<file path="src/rtl/musicrom_arb_pkg.sv">
`default_nettype none
// +------------------------------------------------------------------+
// | musicrom_arb_pkg: shared types and constants for the music-ROM   |
// | arbiter.                                        Revision: 1.0    |
// +------------------------------------------------------------------+
package musicrom_arb_pkg;

  localparam int ARB_IDW         = 3;
  localparam int ROM_WIDTH_DEF   = 17;
  localparam int ROM_LATENCY_DEF = 1;

  typedef enum logic [1:0] {
    ST_IDLE    = 2'd0,
    ST_WAIT    = 2'd1,
    ST_CAPTURE = 2'd2,
    ST_ACK     = 2'd3
  } arb_state_t;

endpackage
`default_nettype wire

</file>
<file path="src/rtl/musicrom_arbiter_if.sv">
`default_nettype none
// +------------------------------------------------------------------+
// | musicrom_arbiter_if: requester handshake plus ROM port bundle.   |
// |                                                 Revision: 1.0    |
// +------------------------------------------------------------------+
interface musicrom_arbiter_if
  import musicrom_arb_pkg::*;
#(
  parameter int NREQ      = 3,
  parameter int ROM_WIDTH = ROM_WIDTH_DEF
);

  logic [NREQ-1:0]           req;
  logic [NREQ*ROM_WIDTH-1:0] req_addr;
  logic [NREQ-1:0]           ack;
  logic [7:0]                rdata;
  logic [ARB_IDW-1:0]        grant_id;
  logic                      busy;
  logic [ROM_WIDTH-1:0]      musicrom_addr;
  logic [7:0]                musicrom_data_out;

  modport slave (
    input  req, req_addr, musicrom_data_out,
    output ack, rdata, grant_id, busy, musicrom_addr
  );

  modport master (
    output req, req_addr, musicrom_data_out,
    input  ack, rdata, grant_id, busy, musicrom_addr
  );

endinterface
`default_nettype wire

</file>
<file path="src/rtl/musicrom_rr_pick.sv">
`default_nettype none
// +------------------------------------------------------------------+
// | musicrom_rr_pick: combinational round-robin winner search from   |
// | rr_ptr upward, wrapping at NREQ-1.               Revision: 1.0   |
// +------------------------------------------------------------------+
module musicrom_rr_pick
  import musicrom_arb_pkg::*;
#(
  parameter int NREQ = 3
) (
  input  logic [NREQ-1:0]    req,
  input  logic [ARB_IDW-1:0] rr_ptr,
  output logic [ARB_IDW-1:0] winner,
  output logic               any
);

  logic [2*NREQ-1:0] w_rot;
  int                w_idx;

  // Doubling the vector turns the wrap-around search into a plain shift.
  always_comb begin
    w_rot  = {req, req} >> rr_ptr;
    winner = '0;
    any    = 1'b0;
    w_idx  = 0;
    for (int k = 0; k < NREQ; k++) begin
      if (!any && w_rot[k]) begin
        w_idx = int'(rr_ptr) + k;
        if (w_idx >= NREQ) w_idx = w_idx - NREQ;
        winner = w_idx[ARB_IDW-1:0];
        any    = 1'b1;
      end
    end
  end

endmodule
`default_nettype wire

</file>
<file path="src/rtl/musicrom_arbiter.sv">
`default_nettype none
// +------------------------------------------------------------------+
// | musicrom_arbiter: shares the synchronous music ROM among NREQ    |
// | requesters; optional MUSICROM_ARB_PRIO0_EN gives requester 0     |
// | fixed priority.                                  Revision: 1.0   |
// +------------------------------------------------------------------+
module musicrom_arbiter
  import musicrom_arb_pkg::*;
#(
  parameter int NREQ        = 3,
  parameter int ROM_WIDTH   = ROM_WIDTH_DEF,
  parameter int ROM_LATENCY = ROM_LATENCY_DEF
) (
  input  logic               clk,
  input  logic               rst_n,
  musicrom_arbiter_if.slave  bus
);

  localparam logic [ARB_IDW-1:0] c_last_id = ARB_IDW'(NREQ - 1);

  arb_state_t           r_state;
  arb_state_t           w_state_nxt;
  logic [2:0]           r_cnt;
  logic [ARB_IDW-1:0]   r_rr_ptr;
  logic [ARB_IDW-1:0]   r_grant_id;
  logic [ROM_WIDTH-1:0] r_addr;
  logic [7:0]           r_rdata;
  logic [NREQ-1:0]      r_ack;
  logic                 r_busy;

  logic [NREQ-1:0]      w_pick_req;
  logic [ARB_IDW-1:0]   w_pick_winner;
  logic                 w_pick_any;
  logic [ARB_IDW-1:0]   w_winner;
  logic                 w_any;
  logic                 w_ptr_upd;
  logic [ARB_IDW-1:0]   w_ptr_nxt;
  logic [ROM_WIDTH-1:0] w_grant_addr;
  logic [NREQ-1:0]      w_ack_onehot;

`ifdef MUSICROM_ARB_PRIO0_EN
  // Requester 0 bypasses the rotation and leaves the pointer untouched.
  assign w_pick_req = {bus.req[NREQ-1:1], 1'b0};
  assign w_winner   = bus.req[0] ? '0 : w_pick_winner;
  assign w_any      = w_pick_any | bus.req[0];
  assign w_ptr_upd  = ~bus.req[0];
`else
  assign w_pick_req = bus.req;
  assign w_winner   = w_pick_winner;
  assign w_any      = w_pick_any;
  assign w_ptr_upd  = 1'b1;
`endif

  musicrom_rr_pick #(.NREQ(NREQ)) u_pick (
    .req    (w_pick_req),
    .rr_ptr (r_rr_ptr),
    .winner (w_pick_winner),
    .any    (w_pick_any)
  );

  assign w_ptr_nxt = (w_winner == c_last_id) ? '0 : w_winner + 1'b1;

  always_comb begin
    w_grant_addr = '0;
    w_ack_onehot = '0;
    for (int i = 0; i < NREQ; i++) begin
      if (w_winner == ARB_IDW'(i)) w_grant_addr = bus.req_addr[i*ROM_WIDTH +: ROM_WIDTH];
      if (r_grant_id == ARB_IDW'(i)) w_ack_onehot[i] = 1'b1;
    end
  end

  always_ff @(posedge clk or negedge rst_n) begin
    if (!rst_n) r_state <= ST_IDLE;
    else        r_state <= w_state_nxt;
  end

  always_comb begin
    w_state_nxt = r_state;
    case (r_state)
      ST_IDLE:    if (w_any) w_state_nxt = ST_WAIT;
      ST_WAIT:    if (r_cnt == 3'd1) w_state_nxt = ST_CAPTURE;
      ST_CAPTURE: w_state_nxt = ST_ACK;
      ST_ACK:     w_state_nxt = ST_IDLE;
      default:    w_state_nxt = ST_IDLE;
    endcase
  end

  always_ff @(posedge clk or negedge rst_n) begin
    if (!rst_n) begin
      r_cnt      <= '0;
      r_rr_ptr   <= '0;
      r_grant_id <= '0;
      r_addr     <= '0;
      r_rdata    <= '0;
      r_ack      <= '0;
      r_busy     <= 1'b0;
    end else begin
      case (r_state)
        ST_IDLE: begin
          if (w_any) begin
            r_addr     <= w_grant_addr;
            r_grant_id <= w_winner;
            r_cnt      <= 3'(ROM_LATENCY);
            r_busy     <= 1'b1;
            if (w_ptr_upd) r_rr_ptr <= w_ptr_nxt;
          end
        end
        ST_WAIT:    r_cnt <= r_cnt - 3'd1;
        ST_CAPTURE: begin
          r_rdata <= bus.musicrom_data_out;
          r_ack   <= w_ack_onehot;
        end
        ST_ACK: begin
          r_ack  <= '0;
          r_busy <= 1'b0;
        end
        default: ;
      endcase
    end
  end

  assign bus.ack           = r_ack;
  assign bus.rdata         = r_rdata;
  assign bus.grant_id      = r_grant_id;
  assign bus.busy          = r_busy;
  assign bus.musicrom_addr = r_addr;

endmodule
`default_nettype wire

</file>
<file path="src/flat_wrapper.sv">
// flat-port wrapper written by rule: the top's interface ports become plain ports
module musicrom_arbiter_flat import musicrom_arb_pkg::*;
#(
  parameter int NREQ        = 3,
  parameter int ROM_WIDTH   = ROM_WIDTH_DEF,
  parameter int ROM_LATENCY = ROM_LATENCY_DEF
)
  (clk, rst_n, bus_req, bus_req_addr, bus_musicrom_data_out, bus_ack, bus_rdata, bus_grant_id, bus_busy, bus_musicrom_addr);
  musicrom_arbiter_if #(.NREQ(NREQ), .ROM_WIDTH(ROM_WIDTH)) bus_i ();
  input  logic clk;
  input  logic rst_n;
  input wire logic [$bits(bus_i.req)-1:0] bus_req;
  input wire logic [$bits(bus_i.req_addr)-1:0] bus_req_addr;
  input wire logic [$bits(bus_i.musicrom_data_out)-1:0] bus_musicrom_data_out;
  output wire logic [$bits(bus_i.ack)-1:0] bus_ack;
  output wire logic [$bits(bus_i.rdata)-1:0] bus_rdata;
  output wire logic [$bits(bus_i.grant_id)-1:0] bus_grant_id;
  output wire logic [$bits(bus_i.busy)-1:0] bus_busy;
  output wire logic [$bits(bus_i.musicrom_addr)-1:0] bus_musicrom_addr;
  assign bus_i.req = bus_req;
  assign bus_i.req_addr = bus_req_addr;
  assign bus_i.musicrom_data_out = bus_musicrom_data_out;
  assign bus_ack = bus_i.ack;
  assign bus_rdata = bus_i.rdata;
  assign bus_grant_id = bus_i.grant_id;
  assign bus_busy = bus_i.busy;
  assign bus_musicrom_addr = bus_i.musicrom_addr;
  musicrom_arbiter #(.NREQ(NREQ), .ROM_WIDTH(ROM_WIDTH), .ROM_LATENCY(ROM_LATENCY)) u_core (.clk(clk), .rst_n(rst_n), .bus(bus_i));
endmodule
</file>
<file path="config.mk">
export PLATFORM = sky130hd
export DESIGN_NAME = musicrom_arbiter_flat
export DESIGN_NICKNAME = d
export VERILOG_FILES = /design/src/rtl/musicrom_arb_pkg.sv /design/src/rtl/musicrom_arbiter_if.sv /design/src/rtl/musicrom_rr_pick.sv /design/src/rtl/musicrom_arbiter.sv /design/src/flat_wrapper.sv
export SDC_FILE = /design/constraint.sdc
export NUM_CORES = 1
export LEC_CHECK = 0
export CORE_MARGIN = 1
export CORE_UTILIZATION = 35
export DETAILED_ROUTE_END_ITERATION = 16
export PLACE_DENSITY = 0.7
export SETUP_SLACK_MARGIN = 0.1
export SLEW_MARGIN = 20
export SYNTH_ARGS = -nofsm -noshare
export SYNTH_HDL_FRONTEND = slang
export SYNTH_SLANG_ARGS = --single-unit
</file>
<file path="constraint.sdc">
create_clock -name clk -period 3.2 [get_ports clk]
set_clock_uncertainty 0.2 [all_clocks]
set_input_delay 0.48 -clock clk [delete_from_list [all_inputs] [get_ports clk]]
set_output_delay 0.48 -clock clk [all_outputs]
set_load 0.02 [all_outputs]
</file>
==> summary.md, run 1 <==
| Metric | Value |
|---|---|
| Area grow syn2layout | 38.6% |
| DRC viols | 0 |
| Sequential fraction of the synthesis area | 34.4% |
| Clock Root Buffer | clkbuf_8 |
| Ranking of synthesized cells by area | dfrtp_1 34%, o31ai_2 6.9%, ha_1 6.5% |
| Die height | 93.1 um |
| Largest area contributor in the netlist | dfrtp_1 |
| Yosys warns | 0 |
| Rows | 32 |
| Post-CTS sizing | 0 |
| Final WL | 7.24 mm |
| First-pass DRT Iterations | 4 |
| Fmax achieved | 0.352 GHz |
| Mapped Cells | 292 |
| Routability cong. | 0.852 |
| Most common cell in the netlist | dfrtp_1 |
| CP max stage delay | 0.57 ns |
| Post-synth top cells | 40 x dfrtp_1, 24 x nand2_1, 19 x nor3_1 |
| Vias | 2566 |
| Net Count, Synth | 371 |
| Reg2reg end | u_core.bus.musicrom_addr[13]$_DFFE_PN0P_ |
| Antenna cells | 0 |
| Initial antenna violation count | 0 |
| Pre-CTS worst setup slack | 0.136 ns |
| Mapped Area | 2910 um^2 |
| Critical Path Slowest Stage Cell | dfrtp_1 |
| Worst skew pair latency | 0.29 ns |
| Clk slew on worst S/H paths | 0.08 ns |
| Largest net degree at the start of global routing | 41 |
| Reg-to-reg slack, setup | 0.36 ns |
| R2r worst-path depth | 9 |
| Final Max Tran Viols | 0 |
| Total Routing Usage GR | 16.5% |
| DRT iter0 DRCs | 105 |
| Die area | 8670 um^2 |
| Synth Area per Inst | 9.95 um^2 |
| Initial Util | 36.8% |
| Worst Tran Pin Value | 0.882 ns |
| Placed insts | 481 |
| Critical path endpoint category | register |
| H-Tree Depth | 2 |
| Max Cap Viol | 0 |
| First-pass GRT wire length | 11.5 mm |
| TritonCTS clock tree | yes |
| Data arrival, critical path | 2.84 ns |
| DR vias/cell | 5.25 |
| TNS Setup | 0 ns |
| Min Tclk post-route | 2.84 ns |
| Crit-path cells | ha_1 > ha_1 > a211o_1 > mux2i_1 > o21a_1 > o31a_1 > buf_4 > nor3_1 > o31ai_2 |
| Antenna Violating Nets Remaining | 0 |
| EDFF count, synth | 0 |
| Cell count along the critical path | 9 |
| Wire length per cell | 14.8 um |
| WP data required | 3.20 ns |
| CTS Buf Count | 5 |
| Synth cell types | 51 |
| P_leak | 1.64 nW |
| Final net count | 465 |
| Async set-or-reset flop fraction in the synthesized netlist | 100% |
| CORE AREA | 7890 um^2 |
| Post-CTS Hold Fix Bufs | 0 |
| Hold WC Path Type | in2async |
| # Post-CTS Setup Buffers | 0 |
| CP bufs+invs | 1 |
| RR Startpoint | u_core.r_rr_ptr[0]$_DFFE_PN0P_ |
| Remaining Overflow, GRT | 0 |
| Non-filler cells, final | 489 |
| Clock sinks | 40 |
| Port-buffer cells | 95 |
| Final hold violations | 0 |
| Outcome | completed |
| Setup slack after layout | 0.362 ns |
| Slew headroom | 41.2% |
| Share of layout cells above drive strength 1 | 19.1% |
| Ports | 96 |
| Kind of critical path | reg2reg |
| Max clock buf depth | 2 |
| Hold WS | 0.101 ns |
| Crit-path max FO | 16 |
| Most used DFF post-synth | dfrtp_1 |
| Worst setup path endpoint | u_core.bus.musicrom_addr[13]$_DFFE_PN0P_ |
| Yosys reg bits | 40 |
| Pwr Total | 0.00451 W |
| RSZ-0062 raised after global routing | no |
| Post-route clock period utilization | 88.7% |
| Top cell type's share of synthesized area | 34.4% |
| Post-DP HPWL | 5.32 mm |
| Setup crit start kind | register |
| Most used cell, CP | ha_1 |
| Final setup viols | 0 |
| Critical path startpoint | u_core.r_rr_ptr[0]$_DFFE_PN0P_ |
| PD cells | 1120 nW/um^2 |
| Number of global-route vias before repair | 2548 |
| Die Wd | 93.1 um |
| CP delay by family, top | compound AO/OA/AOI/OAI gates |
| VDD IR-drop max | 0.509 mV |
## where the power goes
part | internal, W | total [W] | switching (W)
logic | 0.00137 | 0.00322 | 0.00185
clock network | 0.000172 | 0.000354 | 0.000182
registers | 0.000753 | 0.000935 | 0.000182
## layout make-up
cell class / count / area [um^2]
inverter: 14 / 52.6
fill: 720 / 3860
clock inverter: 2 / 10.0
multi-input combinational: 216 / 1690
tap: 102 / 128
timing repair buffer: 109 / 1060
sequential: 40 / 1000
clock buffer: 6 / 82.6
## layout by cell type (no fill, tap or decap), types with 2 or more instances in the layout
master,instances
o31ai_4,2
a21oi_2,17
nand3_1,6
a31oi_1,3
clkdlybuf4s50_1,94
o21ai_1,5
buf_4,13
xnor2_1,2
mux2i_1,8
clkbuf_8,6
o211ai_2,2
o31ai_2,16
nor2_1,18
a21oi_1,9
nand2b_1,6
inv_1,14
nand2_1,24
o22ai_1,3
nor3b_1,2
and4b_1,2
clkinv_2,2
xor2_1,2
mux2_2,9
ha_1,15
a221o_1,2
o211ai_1,5
nor3_1,19
dfrtp_1,40
nor4b_4,2
o31ai_1,16
a211o_1,3
## sequential cells by signal, summed over array words and instances, names as in the netlist
signal and flops:
u_core.bus.musicrom_addr 17, u_core.bus.rdata 8, u_core.bus.ack 3, u_core.bus.grant_id 3, u_core.r_cnt 3, u_core.r_rr_ptr 3, u_core.r_state 2, u_core.bus.busy 1
## cells by family (layout without fill, tap and decap cells)
kind of cell / after synthesis / count (layout) / share of synthesized area (%)
adder cells (fa/ha/maj): 15 / 15 / 6.46
AO/OA/AOI/OAI: 92 / 92 / 27.7
XOR/XNOR: 4 / 4 / 1.21
flip-flops: 40 / 40 / 34.4
multiplexers: 17 / 17 / 6.24
AND/OR/NAND/NOR: 88 / 88 / 16.6
buffers and inverters: 36 / 131 / 7.36
## routing by layer
metal	part of all wire, %	GRT usage (%)	up-vias
met5	0	0	-
met2	50	28.9	74
li1	-	-	1266
met4	0.94	4.23	0
met1	43	20.0	1220
met3	6.4	4.55	6
## how the worst min path moves through the flow
stage | slack, ns | depth (start not counted) | endpoint | start
2_1_floorplan | -0.02 | 0 | u_core.bus.ack[0]$_DFFE_PN0P_ | rst_n
3_3_place_gp | 0.27 | 2 | u_core.bus.musicrom_addr[8]$_DFFE_PN0P_ | u_core.bus.musicrom_addr[8]$_DFFE_PN0P_
3_5_place_dp | 0.28 | 2 | u_core.bus.musicrom_addr[1]$_DFFE_PN0P_ | u_core.bus.musicrom_addr[1]$_DFFE_PN0P_
4_1_cts | 0.14 | 1 | u_core.r_cnt[2]$_DFFE_PN0P_ | rst_n
5_1_grt | 0.19 | 1 | u_core.r_cnt[0]$_DFFE_PN0P_ | rst_n
6_report | 0.10 | 1 | u_core.r_cnt[2]$_DFFE_PN0P_ | rst_n
## through the flow
stage | cell area (um^2) | utilization, %
floorplan | 2910 | -
global placement | 3940 | 49.9
detailed placement | 3940 | 49.9
CTS | 4030 | 51.1
global route | 4030 | 51.1
finish | 4030 | 51.1
No activity file was read; power rests on OpenSTA's default activity.
==> run 2: changes to the inputs <==
Settings changed: CAP_MARGIN set to 10, PLACE_DENSITY 0.7 to unset, PLACE_DENSITY_LB_ADDON set to 0.3.
==> run 2 against run 1 <==
- worst hold slack better by 0.0037 ns
- non-clock buffer count is 1 higher
- final cell count is 0.20% higher
- sequential power hardly changed
- critical endpoint is now u_core.bus.musicrom_addr[2]$_DFFE_PN0P_
- utilization is 0.87 points higher
==> summary.md, run 2 (synthesis gave the netlist of run 1 again) <==
| Metric | Value |
|---|---|
| Final WL | 7.17 mm (-0.99%) |
| # Post-CTS Setup Buffers | 0 (unchanged) |
| TNS Setup | 0 ns (unchanged) |
| DRC viols | 0 (unchanged) |
| DRT iter0 DRCs | 79 (-25%) |
| DR vias/cell | 5.23 (-0.32%) |
| Post-CTS Hold Fix Bufs | 0 (unchanged) |
| Outcome | completed |
| Post-DP HPWL | 5.22 mm (-1.9%) |
| Die Wd | 93.1 um (unchanged) |
| Hold WC Path Type | in2async |
| Max clock buf depth | 2 (unchanged) |
| CORE AREA | 7890 um^2 (unchanged) |
| Clock Root Buffer | clkbuf_8 |
| Final setup viols | 0 (unchanged) |
| VDD IR-drop max | 0.615 mV (+21%) |
| Clock power share | 9.1% (+1.2 points) |
| Psw | 0.00221 W (-0.11%) |
| Share of layout cells above drive strength 1 | 19.3% (+0.21 points) |
| Rows | 32 (unchanged) |
| Antenna cells | 0 (unchanged) |
| Remaining Overflow, GRT | 0 (unchanged) |
| Hold WS | 0.105 ns (+0.00367 ns) |
| First-pass GRT wire length | 11.5 mm (about the same) |
| Number of global-route vias before repair | 2481 (-2.6%) |
| Register area | 1000 um^2 (unchanged) |
| Total Routing Usage GR | 16.7% (+0.19 points) |
| Largest net degree at the start of global routing | 41 (unchanged) |
| Setup crit start kind | input pin |
| R2r worst-path depth | 7 (-2) |
| Crit-path max FO | 9 (-7) |
| H-Tree Depth | 2 (unchanged) |
| Crit-path cells | clkdlybuf4s50_1 > and4b_1 > o31ai_4 > a211oi_2 > or3b_1 > or3_1 > o211ai_2 |
| P_leak | 1.67 nW (+1.5%) |
| Ports | 96 (unchanged) |
| Final net count | 466 (+0.22%) |
| Sw frac | 47.5% (-1.5 points) |
| Critical path endpoint category | register |
| WP data required | 3.22 ns (+0.02 ns) |
| Max reg flops | 17 (unchanged) |
| Min Tclk post-route | 2.77 ns (-0.0637 ns) |
| Layout filler cell count | 733 (+1.8%) |
| Area occupied by multi-input gates | 1690 um^2 (unchanged) |
| Antenna Violating Nets Remaining | 0 (unchanged) |
| Final Max Tran Viols | 0 (unchanged) |
| First-pass DRT Iterations | 4 (unchanged) |
| Design area | 4100 um^2 (+1.7%) |
| Routability cong. | 0.860 (+0.92%) |
| Clk slew on worst S/H paths | 0.08 ns (about the same) |
| Kind of critical path | in2reg |
| Post-route clock period utilization | 86.7% (-2.0 points) |
| Max Cap Viol | 0 (unchanged) |
| Most frequent cells in the layout | 94 x clkdlybuf4s50_1, 40 x dfrtp_1, 24 x nand2_1, 19 x nor3_1, 18 x nor2_1 |
| CP max stage delay | 0.67 ns (+0.10 ns) |
| Logic pwr share | 70.8% (-0.6 points) |
| Initial Util | 36.8% (unchanged) |
| Slew headroom | 40.9% (-0.26 points) |
| Sequential Power Share | 20.1% (-0.6 points) |
| Clock sinks | 40 (unchanged) |
| Fmax achieved | 0.360 GHz (+2.3%) |
| RSZ-0062 raised after global routing | no |
| Data arrival, critical path | 2.79 ns (-0.05 ns) |
| TritonCTS clock tree | yes |
| Port-buffer cells | 95 (unchanged) |
| Die height | 93.1 um (unchanged) |
| CTS Buf Count | 5 (unchanged) |
| Critical Path Slowest Stage Cell | clkdlybuf4s50_1 |
| Area grow syn2layout | 41.0% |
| PD cells | 1130 nW/um^2 (+1.4%) |
| Final hold violations | 0 (unchanged) |
| Post-DP Area | 3980 um^2 (+1.1%) |
| Worst skew pair latency | 0.30 ns (about the same) |
| Wire length per cell | 14.6 um (-1.2%) |
| Die area | 8670 um^2 (unchanged) |
| Post-CTS sizing | 0 (unchanged) |
| Worst Tran Pin Value | 0.886 ns (+0.00391 ns) |
| Vias | 2563 (-0.12%) |
| Commonest non-fill, non-tap cell in the layout | clkdlybuf4s50_1 |
| Internal power | 0.00244 W (+6.3%) |
| Initial antenna violation count | 0 (unchanged) |
-- run 2: cell count changes in the layout (fill, tap and decap cells not counted) --
cell	change
buf_12	+3
clkinv_2	-2
buf_4	-2
bufinv_16	+1
clkinv_4	+2
clkbuf_8	-1
-- run 2: per-stage QoR --
step,util [%],instances,total power (W),setup slack (ns)
floorplan,-,292,0.00328,0.616
global route,52.0,490,0.00499,0.276
finish,52.0,490,0.00465,0.426
CTS,52.0,490,0.00470,0.435
detailed placement,50.5,482,0.00426,0.122
global placement,50.5,482,0.00418,0.179
-- run 2: final timing paths --
kind                                                          start                                        to  slack (ns)
max                                                      bus_req[1]   u_core.bus.musicrom_addr[2]$_DFFE_PN0P_        0.43
min                                                           rst_n               u_core.r_cnt[0]$_DFFE_PN0P_        0.10
min reg2reg                u_core.bus.musicrom_addr[10]$_DFFE_PN0P_  u_core.bus.musicrom_addr[10]$_DFFE_PN0P_        0.29
max in group asynchronous                                     rst_n   u_core.bus.musicrom_addr[8]$_DFFE_PN0P_        2.14
min in group clk           u_core.bus.musicrom_addr[10]$_DFFE_PN0P_  u_core.bus.musicrom_addr[10]$_DFFE_PN0P_        0.29
max reg2reg                          u_core.r_rr_ptr[0]$_DFFE_PN0P_   u_core.bus.musicrom_addr[2]$_DFFE_PN0P_        0.52
-- run 2: layout make-up --
class / instances / share of cell area [%]
inverter: 14 / 1.28
multi-input combinational: 216 / 41.3
tap: 102 / 3.11
timing repair buffer: 110 / 27.1
clock buffer: 5 / 1.68
sequential: 40 / 24.4
clock inverter: 3 / 1.16
-- run 2: power by group through the flow --
stage                     registers, W  clock network [W]  logic (W)
final                         0.000934           0.000424    0.00329
after global routing          0.000965           0.000458    0.00357
after CTS                     0.000937           0.000439    0.00333
after detailed placement      0.000940                  0    0.00332
after global placement        0.000936                  0    0.00325
after floorplan                0.00114                  0    0.00214
-- run 2: critical path, delay by kind of cell --
kind / cells / cell delay [ns]
AND/OR/NAND/NOR: 3 / 1.08
buffers and inverters: 1 / 0.67
AO/OA/AOI/OAI: 3 / 0.57
-- run 2: metal layers --
metal | up-vias | global-route usage (%) | part of all wire, %
met5 | - | 0 | 0
met4 | 0 | 4.23 | 0.98
met3 | 7 | 5.04 | 6.7
met2 | 77 | 30.6 | 50
met1 | 1217 | 18.8 | 43
li1 | 1262 | - | -
==> run 3: changes to the inputs <==
Settings changed: SETUP_SLACK_MARGIN 0.1 to unset.
==> results of run 3 <==
Final layout, timing and power as in run 2 (identical DEF).
